==> config.mk <==
export PLATFORM = sky130hd
export DESIGN_NAME = ram8_arbiter
export DESIGN_NICKNAME = d
export VERILOG_FILES = /design/src/rtl/ram8_arbiter.sv
export SDC_FILE = /design/constraint.sdc
export NUM_CORES = 1
export LEC_CHECK = 0
export ABC_CLOCK_PERIOD_IN_PS = 4300
export CORE_ASPECT_RATIO = 1.2
export CORE_MARGIN = 2
export CORE_UTILIZATION = 57
export DETAILED_ROUTE_END_ITERATION = 12
export HOLD_SLACK_MARGIN = 0.08
export PLACE_DENSITY = 0.86
export RECOVER_POWER = 100
export REMOVE_ABC_BUFFERS = 1
export SETUP_SLACK_MARGIN = 0.02
export SLEW_MARGIN = 20
export SYNTH_ARGS = -nofsm -noshare
export SYNTH_HDL_FRONTEND = slang
export SYNTH_SLANG_ARGS = --single-unit
==> constraint.sdc <==
create_clock -name clock -period 4.3 [get_ports clock]
set_input_delay 0.645 -clock clock [delete_from_list [all_inputs] [get_ports clock]]
set_output_delay 0.645 -clock clock [all_outputs]
set_load 0.05 [all_outputs]
==> src/rtl/ram8_arbiter.sv <==
// ram8_arbiter
//   Two-requester arbiter in front of an internal 8 x 16-bit store.
//   Grants are combinational and the granted access happens on the next
//   rising clock edge. Ties go round-robin. Read data is registered per
//   requester and marked by a one-cycle rvalid pulse.
//
//   Optional feature: define RAM8_ARB_LOCK_EN to build the lock FSM.
//   With the lock FSM, a requester can hold the grant for up to LOCK_MAX
//   consecutive cycles. Without RAM8_ARB_LOCK_EN, lock0/lock1 are ignored.
//
// Ports
//   clock            rising-edge clock
//   reset_n          asynchronous active-low reset (store is not cleared)
//   reqN             requester N wants one access this cycle
//   weN              1 = write, 0 = read (qualified by reqN)
//   lockN            requester N asks to keep the grant next cycle
//   addrN  [2:0]     word address
//   wdataN [15:0]    write data
//   gntN             combinational grant
//   rdataN [15:0]    registered read data
//   rvalidN          one-cycle pulse marking new rdataN
module ram8_arbiter #(
  parameter int LOCK_MAX = 4
) (
  input  logic        clock,
  input  logic        reset_n,
  input  logic        req0,
  input  logic        we0,
  input  logic        lock0,
  input  logic [2:0]  addr0,
  input  logic [15:0] wdata0,
  input  logic        req1,
  input  logic        we1,
  input  logic        lock1,
  input  logic [2:0]  addr1,
  input  logic [15:0] wdata1,
  output logic        gnt0,
  output logic        gnt1,
  output logic [15:0] rdata0,
  output logic [15:0] rdata1,
  output logic        rvalid0,
  output logic        rvalid1
);

  logic [15:0] mem_q [8];

  // rr_q names the requester that wins a tie (0 after reset)
  logic        rr_q, rr_d;
  logic        lock_gnt0, lock_gnt1;

  logic        mem_we;
  logic [2:0]  mem_addr;
  logic [15:0] mem_wdata;

  logic [15:0] rdata0_q, rdata0_d, rdata1_q, rdata1_d;
  logic        rvalid0_q, rvalid0_d, rvalid1_q, rvalid1_d;

`ifdef RAM8_ARB_LOCK_EN
  typedef enum logic [1:0] {UNLOCKED, LOCKED0, LOCKED1} lock_state_e;

  lock_state_e state_q, state_d;
  logic [3:0]  cnt_q, cnt_d;
  // one-hot: requester barred from re-locking the cycle after a LOCK_MAX exit
  logic [1:0]  ban_q, ban_d;

  assign lock_gnt0 = (state_q == LOCKED0) && req0;
  assign lock_gnt1 = (state_q == LOCKED1) && req1;

  always_comb begin
    state_d = state_q;
    cnt_d   = cnt_q;
    ban_d   = 2'b00;
    case (state_q)
      UNLOCKED: begin
        if (gnt0 && lock0 && !ban_q[0]) begin
          state_d = LOCKED0;
          cnt_d   = 4'd1;
        end else if (gnt1 && lock1 && !ban_q[1]) begin
          state_d = LOCKED1;
          cnt_d   = 4'd1;
        end
      end
      LOCKED0: begin
        if (!req0 || !lock0) begin
          state_d = UNLOCKED;
          cnt_d   = 4'd0;
        end else if (cnt_q + 4'd1 == 4'(LOCK_MAX)) begin
          state_d = UNLOCKED;
          cnt_d   = 4'd0;
          ban_d   = 2'b01;
        end else begin
          cnt_d = cnt_q + 4'd1;
        end
      end
      LOCKED1: begin
        if (!req1 || !lock1) begin
          state_d = UNLOCKED;
          cnt_d   = 4'd0;
        end else if (cnt_q + 4'd1 == 4'(LOCK_MAX)) begin
          state_d = UNLOCKED;
          cnt_d   = 4'd0;
          ban_d   = 2'b10;
        end else begin
          cnt_d = cnt_q + 4'd1;
        end
      end
      default: begin
        state_d = UNLOCKED;
        cnt_d   = 4'd0;
      end
    endcase
  end

  always_ff @(posedge clock or negedge reset_n) begin
    if (!reset_n) begin
      state_q <= UNLOCKED;
      cnt_q   <= 4'd0;
      ban_q   <= 2'b00;
    end else begin
      state_q <= state_d;
      cnt_q   <= cnt_d;
      ban_q   <= ban_d;
    end
  end
`else
  logic unused_lock;

  assign lock_gnt0   = 1'b0;
  assign lock_gnt1   = 1'b0;
  assign unused_lock = ^{lock0, lock1, 4'(LOCK_MAX)};
`endif

  // A held lock overrides round-robin; otherwise ties follow rr_q
  always_comb begin
    gnt0 = 1'b0;
    gnt1 = 1'b0;
    if (lock_gnt0) begin
      gnt0 = 1'b1;
    end else if (lock_gnt1) begin
      gnt1 = 1'b1;
    end else if (req0 && req1) begin
      gnt0 = ~rr_q;
      gnt1 = rr_q;
    end else begin
      gnt0 = req0;
      gnt1 = req1;
    end
  end

  // Store port driven from the granted requester only; the write enable is
  // also gated by reset_n so no write lands on an edge during reset
  always_comb begin
    mem_addr  = gnt1 ? addr1 : addr0;
    mem_wdata = gnt1 ? wdata1 : wdata0;
    mem_we    = reset_n && ((gnt0 && we0) || (gnt1 && we1));
    rr_d      = rr_q;
    if (gnt0) begin
      rr_d = 1'b1;
    end else if (gnt1) begin
      rr_d = 1'b0;
    end
    rvalid0_d = gnt0 && !we0;
    rvalid1_d = gnt1 && !we1;
    rdata0_d  = rvalid0_d ? mem_q[mem_addr] : rdata0_q;
    rdata1_d  = rvalid1_d ? mem_q[mem_addr] : rdata1_q;
  end

  always_ff @(posedge clock) begin
    if (mem_we) begin
      mem_q[mem_addr] <= mem_wdata;
    end
  end

  always_ff @(posedge clock or negedge reset_n) begin
    if (!reset_n) begin
      rr_q      <= 1'b0;
      rdata0_q  <= 16'h0000;
      rdata1_q  <= 16'h0000;
      rvalid0_q <= 1'b0;
      rvalid1_q <= 1'b0;
    end else begin
      rr_q      <= rr_d;
      rdata0_q  <= rdata0_d;
      rdata1_q  <= rdata1_d;
      rvalid0_q <= rvalid0_d;
      rvalid1_q <= rvalid1_d;
    end
  end

  assign rdata0  = rdata0_q;
  assign rdata1  = rdata1_q;
  assign rvalid0 = rvalid0_q;
  assign rvalid1 = rvalid1_q;

endmodule
# After elaboration in Yosys (flattened, before gate mapping)
# Memory sizes are Yosys's and may differ from the RTL's.
# Cells that the tools add are included.
# op_classes
muxes	8
n_bitwise	1
n_reduce_logical	10
# op_table
op	n
2-to-1 mux 16 bit	1
logical AND 1 bit	6
2-to-1 mux 1 bit	6
2-to-1 mux 3 bit	1
zero test 1 bit	2
nonzero test 2 bit	1
logical OR 1 bit	1
NOT 1 bit	1
# totals
ff_bits	35
ram_bits	128
output_inout_bits	36
wordCells	25
mem_count	1
# memory_table
memory	words	width	rd	rd_clocked_by_memory_dff	wr	line_no	text
mem_q	8	16	1	0	1	45	logic [15:0] mem_q [8];

# Depth between registers and ports, before layout
# Gate-level depths: netlist of the first run.
# depth
ltp_word	7
ltp_mapped	6
mapped_depth_nobuf	4

# Least setup slack after synthesis of the first run
# Ideal clock, no wire load.
# synth_timing
path_kind	input -> register
from	input port req1
to	memory mem_q[5][0], enable pin
setup_ns	0.413
arrival_time_ns	3.328
slack_ns	0.560
cell_stages	5
path_buffers	1
path_cell_list	buf_4 > a21boi_1 > a32oi_1 > a211oi_1 > nor3b_1
# synth_between
elab_chain_len	7
word_cells_on_any_way	10
# synth_lines
item	line_no	text
start: declaration	32	input logic req1,
logical AND 1 bit	141	end else if (req0 && req1) begin
2-to-1 mux 1 bit	141	
named net gnt0	37	output logic gnt0,
logical AND 1 bit	155	mem_we = reset_n && ((gnt0 && we0) || (gnt1 && we1));
logical OR 1 bit	155	
logical AND 1 bit	155	
2-to-1 mux 1 bit	169	if (mem_we) begin
2-to-1 mux 1 bit (implied by the code)	170	mem_q[mem_addr] <= mem_wdata;
end: declaration	45	
# The timed path passes the listed nets, and every way through them passes these cells.

# Worst setup path in the final report of the first run
# layout_timing
from	input port req1
to	memory mem_q[3][3], enable pin
# layout_between
elab_chain_len	7
word_cells_on_any_way	10
# layout_lines
item	line_no
logical AND 1 bit	141
2-to-1 mux 1 bit	141
logical AND 1 bit	155
logical OR 1 bit	155
logical AND 1 bit	155
2-to-1 mux 1 bit	169
2-to-1 mux 1 bit (implied by the code)	170
# Several ways; a longest one is shown, not always the timed one.

==> results of run 1 <==
## how the worst max path moves through the flow
stage,cells past startpoint,start,endpoint
finish,5,req1,mem_q[3][3]
global route,5,reset_n,mem_q[4][14]
CTS,3,req1,gnt0
detailed placement,6,req1,mem_q[7][8]
global placement,6,req1,mem_q[7][8]
floorplan,4,req0,mem_q[7][0]
## flip-flops by register name (all words and copies together) (netlist names)
| register | count |
|---|---|
| mem_q | 128 |
| rdata0 | 16 |
| rdata1 | 16 |
| rr_q | 1 |
| rvalid0 | 1 |
| rvalid1 | 1 |
## layer usage
layer	track usage	wire length [um]	part of all wire	up-vias
li1	-	-	-	1960
met3	0.0623	1480	0.082	54
met1	0.305	6400	0.36	2418
met4	0.108	675	0.038	0
met2	0.431	9410	0.52	273
met5	0	0	0	-
## per-stage QoR
step,worst slack [ns],cells,instance area (um^2)
2_1_floorplan,0.155,383,7550
3_3_place_gp,0.829,656,8760
3_5_place_dp,0.750,656,8760
4_1_cts,0.954,686,9290
5_1_grt,0.431,686,9140
6_report,0.575,686,9140
## cell usage in the layout, fill, tap and decap left out, types with 22 or more instances in the layout
cell,n
edfxtp_1,128
dlygate4sd3_1,36
nand4_1,32
clkdlybuf4s50_1,39
mux2_1,27
dfrtp_1,35
mux4_2,61
mux2_2,22
o211ai_1,32
## kinds of logic (layout without fill, tap and decap cells)
group | after synthesis | after routing
and+or+nand+nor | 64 | 64
AOI/OAI and AO/OA | 37 | 37
buffers and inverters | 46 | 136
DFF | 163 | 163
muxes | 115 | 115
## synthesized netlist by cell type (all sizes together)
master        count
a211oi            1
a21boi            1
a21o              1
a32oi             1
and3              4
and4b             1
buf              31
clkbuf            9
clkinv            1
dfrtp            35
dlygate4sd1       1
dlymetal6s2s      1
edfxtp          128
inv               3
mux2             49
mux2i             2
mux4             64
nand2             1
nand2b            1
nand3             1
nand4            32
nand4b           17
nor2              1
nor2b             2
nor3              2
nor3b             2
o211ai           32
o21ai             1
## cell type report
| type | instances | area [um^2] | area share |
|---|---|---|---|
| inverters | 4 | 15.0 | 0.00164 |
| well taps | 171 | 214 | 0.0234 |
| repair buffers | 102 | 910 | 0.0995 |
| clock inverters | 11 | 91.3 | 0.00999 |
| multi-input cells | 216 | 2760 | 0.302 |
| flip-flops and latches | 163 | 4720 | 0.516 |
| clock buffers | 19 | 433 | 0.0474 |
## power by group
group          leakage (nW)  internal, mW  switching (mW)
Combinational          1.26         0.311           0.573
Clock                 0.244         0.781           0.578
Sequential             1.58          1.83          0.0514
Total                  3.09          2.92            1.20
==> out/qor.yml, run 1 <==
crit_type: "in -> reg"
std_cell_rows: 47
grt_pass1_wl_um: 28000
drtIter0Drc: 556
drcViolationCount: 0
finalHoldViolCount: 0
post_cts_resized: 0
min_to: "rdata0[9]"
die_x_um: 112
synth_cell_types: 36
synth_compound_area_frac: 0.0348
nNetsFinal: 550
worstPathArrival_ns: 3.75
critPathTopFamily: "buffers and inverters"
path_max_fanout: 18
wirelength_um: 18000
slew_viol_final: 72
fmax_mhz: 268
synthSimpleGateAreaFrac: 0.0567
rrSetupSlack_ns: 0.89
synth-adder-area-share: 0
grt_max_degree: 38
fin_total_pwr_mw: 4.12
via_per_inst: 6.86
rsz0062_at_grt: "false"
die_h_um: 133
synth_seq_cells: 163
clkLatencyLatePin_ns: 0.42
overflow: 0
grtUsageTotal: 0.251
portBuffers: 79
fill_cells: 876
synth_area_mm2: 0.00794
rr_worst_depth: 6
cts_sinks: 163
start_kind: "primary input"
grt_antenna_before_repair: 0
vias: 4705
synth_top_family_by_area: "multiplexers"
fin_setup_tns_ns: 0
path_clk_slew_ns: 0.06
io_pins: 82
finalSetupViolCount: 0
worst_slew_pin_slew_ns: 1.90
yosys-top-cells-area: "edfxtp_1 48%, mux4_2 17%, dfrtp_1 11%"
netlist_instances: 425
worstPathBufferInverterCount: 2
hp-class: "reg -> reg"
cts-root-buf: "clkbuf_16"
cts_setup_buffers: 0
syn2layout_area_growth_pct: 15.2
min_from: "rdata0[9]"
drive_gt1_frac: 0.256
start_util: 0.579
synth_area_per_cell_um2: 18.7
ir_worst_vdd_mv: 0.328
p_leak_nw: 3.09
cp_cell_sequence: "dlygate4sd3_1 -> nand2_2 -> mux2i_1 -> and3_1 -> clkbuf_1"
hold_slack_ns: 0.491
dieArea_mm2: 0.0149
ctsHtreeMaxLevel: 4
n_antenna_cell: 0
violations: "max-capacitance violations, max-slew violations"
hold_buffers: 0
grt_pass1_vias: 4994
cp_slowest_cell: "dlygate4sd3_1"
gp_congestion: 0.808
synth_top_area_cell: "edfxtp_1"
yosysSeqAreaShare: 0.594
hpwl_um: 10700
p_per_area_mw_per_mm2: 451
min_period_ns: 3.72
status: "finished with violations"
yosysTopAreaCellShare: 0.484
wire_per_inst_um: 26.2
cts_buffers: 17
muxShareOfSynthArea: 0.264
drtAntennaViolNets: 0
yosys_warnings: 0
drtPass1Iterations: 6
maxCapViolCount: 3
crit_path_max_incr_delay_ns: 1.05
skew_ns: 0.00544
min_path_cells: 1
timing.final.crit_share: 0.866
r2r_start: "rr_q"
fin_util: 0.667
slew_headroom: -0.264
reg2reg_to: "mem_q[5][7]"
core_mm2: 0.0137
end_kind: "flop"
required_ns: 4.33
cts_tree: "built"
synth-xor-area-share: 0
clk_path_buf_depth: 2
No activity file was read; power rests on OpenSTA's default activity.
==> inputs of run 2 (changes only) <==
Settings changed: CORE_UTILIZATION 57 to 59, CTS_BUF_LIST set to sky130_fd_sc_hd__clkbuf_4, PLACE_DENSITY 0.86 to 0.88.
==> run 2 against run 1 <==
  * The run still ends with max-capacitance violations, max-slew violations left
  * Worst setup slack improved by 0.15 ns
  * Largest power group unchanged
  * Clock skew rose by 0.022 ns
  * Combinational power barely moved
  * Routed wire length fell by 2.9%
  * Clock-buffer cell count fell by 2
  * Cell count did not move
  * Design area fell by 2.3%
  * Sequential power barely moved
  * Critical endpoint is now mem_q[7][6]
  * Flip-flop and latch count did not move
==> out/qor.yml, run 2 (same netlist as run 1, synthesis figures left out) <==
combPwrFrac: 0.237  # +0.022
grt_max_degree: 39  # +2.6%
post_cts_resized: 0  # unchanged
overflow: 0  # unchanged
drtPass1Iterations: 5  # -1
dieArea_mm2: 0.0144  # -3.3%
slew_headroom: -0.0523  # +0.212
maxCapViolCount: 1  # -2
wire_per_inst_um: 25.4  # -2.9%
grt_pass1_wl_um: 27100  # -3.4%
skew_ns: 0.0278  # +0.0223 ns
cts_sinks: 163  # unchanged
slew_viol_final: 18  # -75%
path_max_fanout: 12  # -6
finalSetupViolCount: 0  # unchanged
seqPwrFrac: 0.502  # +0.046
placedCellCount: 653  # -0.46%
required_ns: 4.53  # +0.20 ns
grt_antenna_before_repair: 1  # +1
start_kind: "primary input"
portBuffers: 79  # unchanged
die_x_um: 110  # -1.7%
drtAntennaViolNets: 0  # unchanged
clkLatencyLatePin_ns: 0.55  # +0.13 ns
syn2layout_area_growth_pct: 12.5
start_util: 0.602  # +0.0229
intPower_mw: 2.56  # -12%
clockPowerShare: 0.260  # -0.070
worst_slew_pin_slew_ns: 1.58  # -0.321 ns
ir_worst_vdd_mv: 0.284  # -14%
std_cell_rows: 46  # -2.1%
path_clk_slew_ns: 0.16  # +0.10 ns
final_cells: 686  # unchanged
cts_setup_buffers: 0  # unchanged
p_per_area_mw_per_mm2: 417  # -7.4%
end_kind: "flop"
largest_reg_flops: 128  # unchanged
regMostFlops: "mem_q"
min_period_ns: 3.58  # -0.148 ns
io_pins: 82  # unchanged
drive_gt1_frac: 0.267  # +0.0106
sw_frac_of_total: 0.314  # +0.0223
final_common_cell: "edfxtp_1"
worstPathArrival_ns: 3.81  # +0.06 ns
p_switching_mw: 1.17  # -2.7%
final_cell_mix: "128 x edfxtp_1, 61 x mux4_2, 39 x clkdlybuf4s50_1"
cts-root-buf: "clkbuf_4"
rsz0062_at_grt: "false"
ctsHtreeMaxLevel: 4  # unchanged
crit_type: "in -> reg"
vias: 4703  # -0.043%
clk_path_buf_depth: 2  # unchanged
grtUsageTotal: 0.259  # +0.00764
core_mm2: 0.0132  # -3.8%
via_per_inst: 6.86  # about the same
finalHoldViolCount: 0  # unchanged
nNetsFinal: 550  # unchanged
wirelength_um: 17400  # -2.9%
fmax_mhz: 280  # +4.1%
cts_buffers: 17  # unchanged
grt_pass1_vias: 4897  # -1.9%
status: "finished with violations"
gp_congestion: 0.751  # -7.0%
timing.final.crit_share: 0.832  # -0.0343
hold_slack_ns: 0.119  # -0.371 ns
fill_cells: 871  # -0.57%
hpwl_um: 11200  # +4.9%
die_h_um: 131  # -1.7%
cts_tree: "built"
fin_setup_tns_ns: 0  # unchanged
hp-class: "in -> async"
violations: "max-capacitance violations, max-slew violations"
drcViolationCount: 0  # unchanged
drtIter0Drc: 535  # -3.8%
p_leak_nw: 3.01  # -2.4%
hold_buffers: 0  # unchanged
==> run 2: changes by cell type in the layout (fill, tap and decap cells not counted), sizes merged <==
| cell | previous run | this run |
|---|---|---|
| clkbuf | 29 | 27 |
| bufinv | 1 | 3 |
| clkinv | 6 | 5 |
| diode | 0 | 1 |
| inv | 3 | 11 |
| clkinvlp | 5 | 0 |
==> run 2: power by group through the flow <==
stage                     clock [mW]  sequential, mW  combinational [mW]
after floorplan                    0            2.21               0.295
after global placement             0            1.91               0.939
after detailed placement           0            1.91               0.960
after CTS                      0.982            1.88               0.963
after global routing            1.05            1.89               0.930
final                          0.970            1.87               0.884
==> run 2: final timing paths <==
kind	start	endpoint	slack, ns	cells after the start
worst max-delay path	req1	mem_q[7][6]	0.72	6
max in group asynchronous	reset_n	rdata0[4]	3.84	2
worst max register to register	rr_q	mem_q[7][6]	0.89	6
min in group clock	rdata1[11]	rdata1[11]	0.50	1
worst min register to register	rdata1[11]	rdata1[11]	0.50	1
worst min-delay path	reset_n	rdata1[0]	0.12	2
==> run 2: routing by layer <==
layer / vias up / global-route usage / part of all wire
met5: - / 0 / 0
met4: 0 / 0.104 / 0.027
met3: 40 / 0.0519 / 0.082
met2: 255 / 0.445 / 0.53
met1: 2432 / 0.323 / 0.36
li1: 1976 / - / -
==> run 2: stage by stage <==
stage / utilization / power, mW / worst slack, ns / area [um^2]
after floorplan: - / 2.50 / 0.155 / 7550
after global placement: 0.665 / 2.85 / 0.861 / 8760
after detailed placement: 0.665 / 2.87 / 0.779 / 8760
after CTS: 0.689 / 3.83 / 1.19 / 9080
after global routing: 0.678 / 3.87 / 0.646 / 8930
final: 0.678 / 3.73 / 0.723 / 8930
==> run 2: final cells by class <==
type                            count  area, um^2  area share
Antenna cell                        1        2.50    0.000280
Clock buffer                       17         128      0.0143
Clock inverter                     15         189      0.0212
Inverter                            4        15.0     0.00168
Multi-Input combinational cell    216        2760       0.309
Sequential cell                   163        4720       0.528
Tap cell                          168         210      0.0235
Timing Repair Buffer              102         908       0.102
==> run 2: critical path, stage by stage <==
cell and delay [ns]:
dlygate4sd3_1 0.73, a21boi_0 0.35, a32oi_1 0.13, a211oi_1 0.49, nor3b_1 1.06, buf_4 0.39
